## config.mk

```make
export PLATFORM = sky130hd
export DESIGN_NAME = add_arbiter
export DESIGN_NICKNAME = d
export VERILOG_FILES = /design/src/rtl/add_arb_pkg.sv /design/src/rtl/add.sv /design/src/rtl/rr_arbiter.sv /design/src/rtl/add_arbiter.sv
export SDC_FILE = /design/constraint.sdc
export NUM_CORES = 1
export LEC_CHECK = 0
export CAP_MARGIN = 30
export CORE_MARGIN = 1.5
export CORE_UTILIZATION = 41
export CTS_CLUSTER_DIAMETER = 100
export DETAILED_ROUTE_END_ITERATION = 16
export GPL_ROUTABILITY_DRIVEN = 0
export GPL_TIMING_DRIVEN = 1
export HOLD_SLACK_MARGIN = 0.03
export PLACE_DENSITY = 0.85
export SLEW_MARGIN = 20
export SYNTH_ARGS = -nofsm -noshare
export SYNTH_HDL_FRONTEND = slang
export SYNTH_HIERARCHICAL = 1
export SYNTH_SLANG_ARGS = --single-unit
```

## constraint.sdc

```tcl
create_clock -name clk -period 7.19 [get_ports clk]
set_clock_uncertainty 0.05 [all_clocks]
set_input_delay 1.7975 -clock clk [delete_from_list [all_inputs] [get_ports clk]]
set_output_delay 1.7975 -clock clk [all_outputs]
set_load 0.02 [all_outputs]
```

## src/rtl/add_arb_pkg.sv

```systemverilog
// add_arb_pkg: shared constants and record types for the add_arbiter slice.
package add_arb_pkg;

  localparam int unsigned ADD_W       = 32;
  localparam int unsigned ARB_MAX_REQ = 8;

  // Wide enough to name any requester up to ARB_MAX_REQ.
  typedef logic [$clog2(ARB_MAX_REQ)-1:0] req_id_t;

  typedef struct packed {
    req_id_t          id;
    logic [ADD_W-1:0] result;
    logic             carry;
    logic             ovf;
  } add_rsp_t;

endpackage

```

## src/rtl/add.sv

```systemverilog
// add: plain unsigned adder with carry-out, shared by the arbiter.
module add #(
  parameter int unsigned WIDTH = 32
) (
  input  logic [WIDTH-1:0] a,
  input  logic [WIDTH-1:0] b,
  output logic [WIDTH-1:0] sum,
  output logic             carry
);

  assign {carry, sum} = {1'b0, a} + {1'b0, b};

endmodule

```

## src/rtl/rr_arbiter.sv

```systemverilog
// rr_arbiter: round-robin picker; search starts at ptr and wraps modulo NUM_REQ.
// grant is one-hot (gated by en); grant_id is the winning index whenever any req is set.
module rr_arbiter
  import add_arb_pkg::*;
#(
  parameter int unsigned NUM_REQ = 4
) (
  input  logic [NUM_REQ-1:0] req,
  input  req_id_t            ptr,
  input  logic               en,
  output logic [NUM_REQ-1:0] grant,
  output req_id_t            grant_id
);

  // First set request at or after ptr wins.
  always_comb begin : search
    int unsigned idx;
    logic        found;
    grant    = '0;
    grant_id = '0;
    found    = 1'b0;
    idx      = 0;
    for (int unsigned k = 0; k < NUM_REQ; k++) begin
      idx = (32'(ptr) + k) % NUM_REQ;
      if (!found && req[idx]) begin
        found      = 1'b1;
        grant_id   = req_id_t'(idx);
        grant[idx] = en;
      end
    end
  end

endmodule

```

## src/rtl/add_arbiter.sv

```systemverilog
// add_arbiter: shares one adder between NUM_REQ valid/ready requesters with a
// single registered, backpressured result port tagged with the requester ID.
// Optional macro ADD_ARBITER_FLAGS_EN adds registered rsp_carry / rsp_ovf outputs.
module add_arbiter
  import add_arb_pkg::*;
#(
  parameter int unsigned NUM_REQ = 4,
  parameter int unsigned WIDTH   = 32,
  parameter int unsigned ID_W    = 2
) (
  input  logic                     clk,
  input  logic                     rst_n,
  input  logic [NUM_REQ-1:0]       req_valid,
  output logic [NUM_REQ-1:0]       req_ready,
  input  logic [NUM_REQ*WIDTH-1:0] req_data1,
  input  logic [NUM_REQ*WIDTH-1:0] req_data2,
  output logic                     rsp_valid,
  input  logic                     rsp_ready,
  output logic [ID_W-1:0]          rsp_id,
  output logic [WIDTH-1:0]         rsp_result,
`ifdef ADD_ARBITER_FLAGS_EN
  output logic                     rsp_carry,
  output logic                     rsp_ovf,
`endif
  output logic                     busy
);

  req_id_t            rr_ptr;
  req_id_t            grant_id;
  logic [NUM_REQ-1:0] grant;
  logic               slot_free;
  logic               arb_en;
  logic               hs;
  logic [WIDTH-1:0]   op_a;
  logic [WIDTH-1:0]   op_b;
  logic [WIDTH-1:0]   sum;
  logic               carry;
  add_rsp_t           rsp_d;
  add_rsp_t           rsp_q;
  logic               unused_ok;

  assign slot_free = !rsp_valid || rsp_ready;
  // Holding off grants while rst_n is low keeps requests from being accepted in reset.
  assign arb_en    = slot_free && rst_n;
  assign req_ready = grant;
  assign hs        = |grant;
  assign busy      = rsp_valid || (|req_valid);

  rr_arbiter #(.NUM_REQ(NUM_REQ)) u_rr_arbiter (
    .req      (req_valid),
    .ptr      (rr_ptr),
    .en       (arb_en),
    .grant    (grant),
    .grant_id (grant_id)
  );

  // Route the winner's operands into the shared adder.
  always_comb begin
    op_a = req_data1[32'(grant_id)*WIDTH +: WIDTH];
    op_b = req_data2[32'(grant_id)*WIDTH +: WIDTH];
  end

  add #(.WIDTH(WIDTH)) u_add (
    .a     (op_a),
    .b     (op_b),
    .sum   (sum),
    .carry (carry)
  );

  // Assemble the record loaded into the result register on a handshake.
  always_comb begin
    rsp_d        = '0;
    rsp_d.id     = grant_id;
    rsp_d.result = ADD_W'(sum);
`ifdef ADD_ARBITER_FLAGS_EN
    rsp_d.carry  = carry;
    rsp_d.ovf    = (op_a[WIDTH-1] == op_b[WIDTH-1]) && (sum[WIDTH-1] != op_a[WIDTH-1]);
`endif
  end

  // Result register and round-robin pointer; load on handshake, drain on consume.
  always_ff @(posedge clk) begin
    if (!rst_n) begin
      rsp_valid <= 1'b0;
      rsp_q     <= '0;
      rr_ptr    <= '0;
    end else if (hs) begin
      rsp_valid <= 1'b1;
      rsp_q     <= rsp_d;
      rr_ptr    <= req_id_t'((32'(grant_id) + 32'd1) % NUM_REQ);
    end else if (rsp_ready) begin
      rsp_valid <= 1'b0;
    end
  end

  assign rsp_id     = rsp_q.id[ID_W-1:0];
  assign rsp_result = rsp_q.result[WIDTH-1:0];
`ifdef ADD_ARBITER_FLAGS_EN
  assign rsp_carry  = rsp_q.carry;
  assign rsp_ovf    = rsp_q.ovf;
`endif

  // Bits of the shared record/adder not surfaced in every configuration.
  assign unused_ok = &{1'b0, rsp_q, carry};

endmodule
```

-- After elaboration in Yosys (flattened, before gate mapping)
Index checks and enable logic that the tools add are counted.
- bits in registers: 37
- input port bits: 263
- output and inout port bits: 40
- $add $sub $neg: 5
- $lt $le $gt $ge: 8
- shifts and indexed selects: 2
- multiplexer cells: 32
- bitwise operators: 1
- reductions and logical operators: 17
- operator list (kind ; count):
    128-bit by 8-bit variable part select with 32-bit output ; 2
    32-bit adder ; 1
    4-bit 2-to-1 mux ; 4
    1-bit 2-to-1 mux ; 13
    4-bit bitwise mux ; 3
    2-bit by 3-bit < comparator with 1-bit output (second input constant) ; 4
    1-bit binary-select mux with 2-bit select ; 4
    1-bit demux with 2-bit select ; 4
    2-bit by 1-bit >= comparator with 1-bit output (second input constant) ; 4
    1-bit logical AND ; 8
    2-bit 2-to-1 mux ; 4
    4-bit OR reduction ; 2
    2-bit by 1-bit adder with 2-bit output (second input constant) ; 2
    2-bit adder (second input constant) ; 2
    4-bit bitwise AND ; 1
    1-bit zero test ; 4
    1-bit logical OR ; 2
    2-bit nonzero test ; 1

-- Depth between registers and ports, before layout
Gate-level depths: netlist of the first run.
- depth after elaboration: 14
- depth in mapped cells: 22
- gate-level depth less buffers: 18

-- Hierarchy
The synthesis of the first run kept the hierarchy.
- by module, submodules not included (module ; instances ; cells an instance ; area each (um2) ; seq. area each (um2)):
    add_arbiter ; 1 ; 312 ; 3388.2 ; 740.7
    add ; 1 ; 274 ; 1901.8 ; 0.0
    rr_arbiter ; 1 ; 63 ; 481.7 ; 0.0

-- Least setup slack after synthesis of the first run
Ideal clock, no wire load.
- kind: in2reg
- from: input req_valid[0]
- to: register rsp_q, in the netlist rsp_result[29]
- arrival time: 5797 ps
- slack: 1221 ps
- stages: 19
- cells stage by stage: buf_2 -> mux4_2 -> nor2_1 -> nor3_1 -> a31oi_1 -> buf_4 -> buf_6 -> mux4_2 -> nor2b_1 -> ha_1 -> buf_6 -> a21o_1 -> or2_0 -> or3_1 -> o32ai_2 -> o41ai_1 -> xor2_1 -> nand2_1 -> a21boi_0
- word-level cells in the longest chain between the ends: 14
- elaborated cells between the ends (all ways): 32
- those cells by class: 1 x add/sub; 2 x shift; 22 x mux; 7 x reduce/logical
- ends and longest elaborated chain (element ; RTL line ; source):
    start, declared ; add_arbiter.sv:13 ; input logic [NUM_REQ-1:0] req_valid,
    1-bit binary-select mux with 2-bit select ; rr_arbiter.sv:25 ; if (!found && req[idx]) begin
    1-bit 2-to-1 mux (implied by the code) ; rr_arbiter.sv:25 ;
    1-bit 2-to-1 mux ; rr_arbiter.sv:25 ;
    1-bit zero test ; rr_arbiter.sv:25 ;
    1-bit logical AND ; rr_arbiter.sv:25 ;
    1-bit 2-to-1 mux ; rr_arbiter.sv:25 ;
    1-bit zero test ; rr_arbiter.sv:25 ;
    1-bit logical AND ; rr_arbiter.sv:25 ;
    1-bit 2-to-1 mux ; rr_arbiter.sv:25 ;
    1-bit zero test ; rr_arbiter.sv:25 ;
    1-bit logical AND ; rr_arbiter.sv:25 ;
    2-bit 2-to-1 mux * ; rr_arbiter.sv:25 ;
    named net grant_id[0] ; add_arbiter.sv:29 ; req_id_t grant_id;
    128-bit by 8-bit variable part select with 32-bit output * ; add_arbiter.sv:59 ; op_a = req_data1[32'(grant_id)*WIDTH +: WIDTH];
    named net op_a[19] ; add_arbiter.sv:34 ; logic [WIDTH-1:0] op_a;
    32-bit adder * ; add.sv:11 ; assign {carry, sum} = {1'b0, a} + {1'b0, b};
    named net sum[29] ; add_arbiter.sv:36 ; logic [WIDTH-1:0] sum;
    end signal, assigned ; add_arbiter.sv:89 ; rsp_q <= rsp_d;
    end, declared ; add_arbiter.sv:39 ; add_rsp_t rsp_q;
Mark *: on every way through the listed nets, which the timed path passes. The rest lies on a longest branch. The select of a mux whose other input is x is not followed.
A chain may end at the register's enable or synchronous reset.

-- Final worst setup path of the first run
- from: input req_valid[0]
- to: register rsp_q, in the netlist rsp_result[27]
Same word-level chain as after synthesis.

==> run metrics, run 1 <==
Crit. path cell count=19; Cells after DPL=approximately 1,100; WP data required=7.30 ns; largest net degree at the start of global routing=65; CP Data Arrival Time=6.83 ns; synthesis warning total=6; RSZ-0062 raised after global routing=no; Die Ht=121 µm; slew margin rel.=between 50% and 60%; Filler Cell Count=around 1,100; HPWL Detailed=~18 mm; Slowest-stage cell, CP=mux4_2; CTS Buf Count=5; all-layer global routing usage=between 20 and 30%; IO Port Bufs=302; die area=roughly 15,000 µm²; DRC Markers=0; Max VDD drop=about 0.00020 V; Core ar.=roughly 14,000 µm²; Register Area=between 700 and 800 µm²; Crit path max-delay family=buffers and inverters; Fmax=between 100 and 150 MHz; WL/cell=19.6 µm; post-CTS sizing=0; # hold bufs at CTS=0; Hold Crit Class=reg2reg; Setup Buffers After CTS=0; Die Wd=121 µm; number of global-route vias before repair=between 6,000 and 7,000; GR Overflow Total=0; Area Growth Syn to Fin=58.3%; Critical Path Sink Type=flip-flop; Ports=~300; Final setup viols=0; leakage power=approximately 3.4 nW; clock slew at reported path FFs=about 0.06 ns; Hold Vio Cnt, Final=0; hold depth=2; status=completed; Final #Nets=1,222; power per cell area=about 390 nW/µm²; Vias=roughly 6,400; setup TNS=0 ns; DRT Wirelength=about 22 mm; Initial DRT Pass Iterations=6; CTS root buf=clkbuf_16; crit start category=input pin; Mapped Nets=roughly 940; max_cap viols=0; initial antenna violation count=0; number of vias per cell=5.78; Slew @ Worst Pin=0.613 ns; # diodes=0; CTS tree=done; CP bufs+invs=6; Tot Pwr=~3.5 mW; Final Cycle Share=around 93%; Post-DRT Antenna Nets=0; crit-path max FO=25; CP cell instances=clkdlybuf4s50_1, mux4_2, inv_1, nand2_1, a31oi_4, buf_12, buf_4, buf_4, mux4_2, nor2b_1, ha_1, a21oi_1, o21ai_0, a41oi_1, inv_1, a2111oi_0, nor4bb_1, nand2_1, a21boi_0; post-synthesis cell count=about 640; Final min period=6.71 ns; Initial Util=a little over two fifths; clock latency at the later pin of the worst-skew pair=roughly 0.28 ns; CP peak stage delay=~0.6 ns; crit path kind=in2reg; Sinks on Clock Net=37; # rows=43; clock tree buffer depth=2; H-Tree Depth=2; area of the multi-input gates=4690 µm²; Slew Limit Fails=0; initial drt markers=about 520; Finished Layout Cells=between 1,000 and 1,500; synthesized area=about 5700 µm²; first-pass GRT wire length=32.9 mm; share of layout cells above drive strength 1=between 10% and 20%; Reg2Reg Depth=20; Synth Area per Inst=slightly below 9 µm²
registers in the layout (all words and copies together) (netlist names):
register and count:
rsp_valid 1, rsp_id 2, rsp_result 32, rr_ptr 2
area by class of cell:
cell class | count | area share, %
clock buffer | 5 | 1.38
clock inverter | 3 | 0.757
inverter | 11 | 0.454
multi-input combinational | 547 | 51.6
sequential | 37 | 8.15
tap | 180 | 2.48
timing repair buffer | 320 | 35.2
worst min-delay path, stage by stage (launching register included):
cell and delay (ns):
dfxtp_1 0.30, nand2_1 0.05, a21boi_1 0.05
routing by layer:
layer | share of wire, % | GRT usage, % | vias up | wire length (µm)
met2 | 48 | 47.5 | 351 | 10300
met5 | 0 | 0 | - | 0
met3 | 8.5 | 6.06 | 43 | 1840
met4 | 2.3 | 6.84 | 0 | 492
li1 | - | - | 2967 | -
met1 | 41 | 38.1 | 3015 | 8940
through the flow:
step | utilization [%] | hold WS (ns) | cell area, µm² | setup WS (ns)
3_3_place_gp | 64.6 | 0.387 | 8900 | 0.365
6_report | 66.0 | 0.399 | 9090 | 0.477
4_1_cts | 66.0 | 0.401 | 9090 | 0.581
2_1_floorplan | - | 0.467 | 5740 | 1.22
3_5_place_dp | 64.6 | 0.399 | 8900 | 0.313
5_1_grt | 66.0 | 0.414 | 9090 | 0.206
cell usage in the layout (no fill, tap or decap), types with 22 or more instances in the layout:
cell and instances:
nor2b_1 65, clkdlybuf4s50_1 302, ha_1 36, nand2_1 99, a21oi_1 37, nor2_1 22, a21boi_0 31, dfxtp_1 37
mux4_2 67
power breakdown:
part           internal, mW  switching (mW)
sequential            0.301          0.0678
combinational          1.42            1.45
clock                 0.200          0.0843
worst paths after layout:
path / startpoint / to / slack (ns)
worst min-delay path: rsp_result[8]$_SDFFE_PN0P_ / rsp_result[8]$_SDFFE_PN0P_ / 0.40
worst max-delay path: req_valid[0] / rsp_result[27]$_SDFFE_PN0P_ / 0.48
worst min register to register: rsp_result[8]$_SDFFE_PN0P_ / rsp_result[8]$_SDFFE_PN0P_ / 0.40
worst max register to register: rr_ptr[0]$_SDFFE_PN0P_ / rsp_result[27]$_SDFFE_PN0P_ / 1.32
(Power assumes the default switching activity.)
==> run 2, diff against run 1 <==
Settings changed: GPL_ROUTABILITY_DRIVEN 0 to not set.
==> run metrics, run 2 (synthesized netlist as in run 1, its figures left out) <==
met3 usage=5.08% (was 6.06%); clock slew at reported path FFs=0.06 ns (about the same); Initial Util=41.7% (unchanged); CP cell instances=clkdlybuf4s50_1, mux4_2, inv_1, nand2_1, a31oi_4, buf_12, buf_4, mux4_2, nor2b_1, ha_1, a21oi_1, o22ai_1, nor4_1, a21oi_1, a2111oi_0, nor4bb_1, nand2_1, a21boi_0 (was clkdlybuf4s50_1, mux4_2, inv_1, nand2_1, a31oi_4, buf_12, buf_4, buf_4, mux4_2, nor2b_1, ha_1, a21oi_1, o21ai_0, a41oi_1, inv_1, a2111oi_0, nor4bb_1, nand2_1, a21boi_0); Slew @ Worst Pin=0.587 ns (was 0.613 ns); Critical Path Sink Type=flip-flop (unchanged); Fmax=150 MHz (was 149 MHz); leakage power=3.43 nW (was 3.45 nW); crit-path max FO=40 (was 25); RSZ-0062 raised after global routing=no (unchanged); HPWL Detailed=18.3 mm (was 18.1 mm); max reg flops=32 (unchanged); DRT Wirelength=21.6 mm (about the same); crit path kind=in2reg (unchanged); Setup Buffers After CTS=0 (unchanged); Die Ht=121 µm (unchanged); crit start category=input pin (unchanged); CTS tree=done (unchanged); GRT Max-Usage Layer=met2 (unchanged); GR Overflow Total=0 (unchanged); Max VDD drop=0.000226 V (was 0.000197 V); hold path start=rsp_result[8]$_SDFFE_PN0P_ (unchanged); setup TNS=0 ns (unchanged); design area=9060 µm² (was 9090 µm²); Final Core Density=65.8% (was 66.0%); Ports=303 (unchanged); met2 Resource Use GR=47.7% (was 47.5%); Post-Place Cell Area=8870 µm² (was 8900 µm²); most common cell after layout, fill and taps aside=clkdlybuf4s50_1 (unchanged); Hold Crit Class=reg2reg (unchanged); max_cap viols=0 (unchanged); WP data required=7.31 ns (was 7.30 ns); initial antenna violation count=0 (unchanged); share of layout cells above drive strength 1=12.1% (was 12.2%); met1 usage=40.5% (was 38.1%); Vias=6,230 (was 6,376); CP Data Arrival Time=6.80 ns (was 6.83 ns); CP peak stage delay=0.59 ns (about the same); clock latency at the later pin of the worst-skew pair=0.28 ns (about the same); commonest cells after routing, fill and taps aside=clkdlybuf4s50_1 (302), nand2_1 (99), mux4_2 (67) (unchanged); H-Tree Depth=2 (unchanged); # diodes=0 (unchanged); worst setup path start=req_valid[0] (unchanged); worst r2r src=rr_ptr[0]$_SDFFE_PN0P_ (unchanged); number of vias per cell=5.66 (was 5.78); Core ar.=13,800 µm² (unchanged); Slowest-stage cell, CP=mux4_2 (unchanged); WL/cell=19.6 µm (about the same); Final setup viols=0 (unchanged); all-layer global routing usage=29.6% (was 28.7%); Final #Nets=1,220 (was 1,222); Final Cycle Share=92.9% (was 93.4%); first-pass GRT wire length=33.8 mm (was 32.9 mm); die area=14,700 µm² (unchanged); DRC Markers=0 (unchanged); Tot Pwr=3.50 mW (was 3.53 mW); Area Growth Syn to Fin=57.8% (was 58.3%); CP bufs+invs=4 (was 6); status=completed (unchanged); # rows=43 (unchanged); # hold bufs at CTS=0 (unchanged); CTS root buf=clkbuf_16 (unchanged); Die Wd=121 µm (unchanged); post-CTS sizing=0 (unchanged); final hold slack=0.409 ns (was 0.399 ns); initial drt markers=491 (was 521); Initial DRT Pass Iterations=5 (was 6); CTS Buf Count=5 (unchanged); number of global-route vias before repair=6,436 (was 6,299); IO Port Bufs=302 (unchanged); Crit path max-delay family=compound AO/OA/AOI/OAI gates (was buffers and inverters); slew margin rel.=60.8% (was 59.1%); final RePlAce weighted congestion=just over 0.9; Sinks on Clock Net=37 (unchanged); power per cell area=386 nW/µm² (was 388 nW/µm²); Hold Vio Cnt, Final=0 (unchanged); Slew Limit Fails=0 (unchanged); largest net degree at the start of global routing=65 (unchanged); Post-DRT Antenna Nets=0 (unchanged); clock tree buffer depth=2 (unchanged); Final min period=6.68 ns (was 6.71 ns)
==> run 2: where the power goes <==
group	total [mW]	internal (mW)	switching (mW)
logic	2.85	1.40	1.44
clock network	0.282	0.198	0.0842
registers	0.373	0.301	0.0716
==> run 2: metal layers <==
| layer | part of all wire [%] | wire length [µm] |
|---|---|---|
| met2 | 48 | 10300 |
| met4 | 2.6 | 565 |
| met5 | 0 | 0 |
| met3 | 7.5 | 1610 |
| met1 | 42 | 9090 |
==> run 2: layout make-up <==
cell class | instances | area (µm²)
clock buffer | 5 | 125
timing repair buffer | 318 | 3170
inverter | 11 | 41.3
multi-input combinational | 547 | 4690
clock inverter | 3 | 65.1
sequential | 37 | 741
fill | 1159 | 4710
tap | 180 | 225
==> run 2: final timing paths <==
path	to	slack, ns	cells past startpoint
hold / removal	rsp_result[8]$_SDFFE_PN0P_	0.41	2
setup reg to reg	rsp_result[27]$_SDFFE_PN0P_	1.42	19
hold reg to reg	rsp_result[8]$_SDFFE_PN0P_	0.41	2
setup / recovery	rsp_result[27]$_SDFFE_PN0P_	0.51	18
==> run 2: through the flow <==
step,setup slack (ns),std cells
after CTS,0.556,1101
final,0.508,1101
after detailed placement,0.295,1093
after floorplan,1.22,643
after global routing,0.0882,1101
after global placement,0.355,1093
==> run 2: tightest hold or removal path: stages (launching register included) <==
cell and delay, ns:
dfxtp_1 0.31, nand2_1 0.05, a21boi_1 0.05
==> run 3, diff against run 2 <==
Settings changed: HOLD_SLACK_MARGIN 0.03 to 0.1.
==> results of run 3 <==
Same layout as run 2: the final DEF is identical, and so are final timing and power.
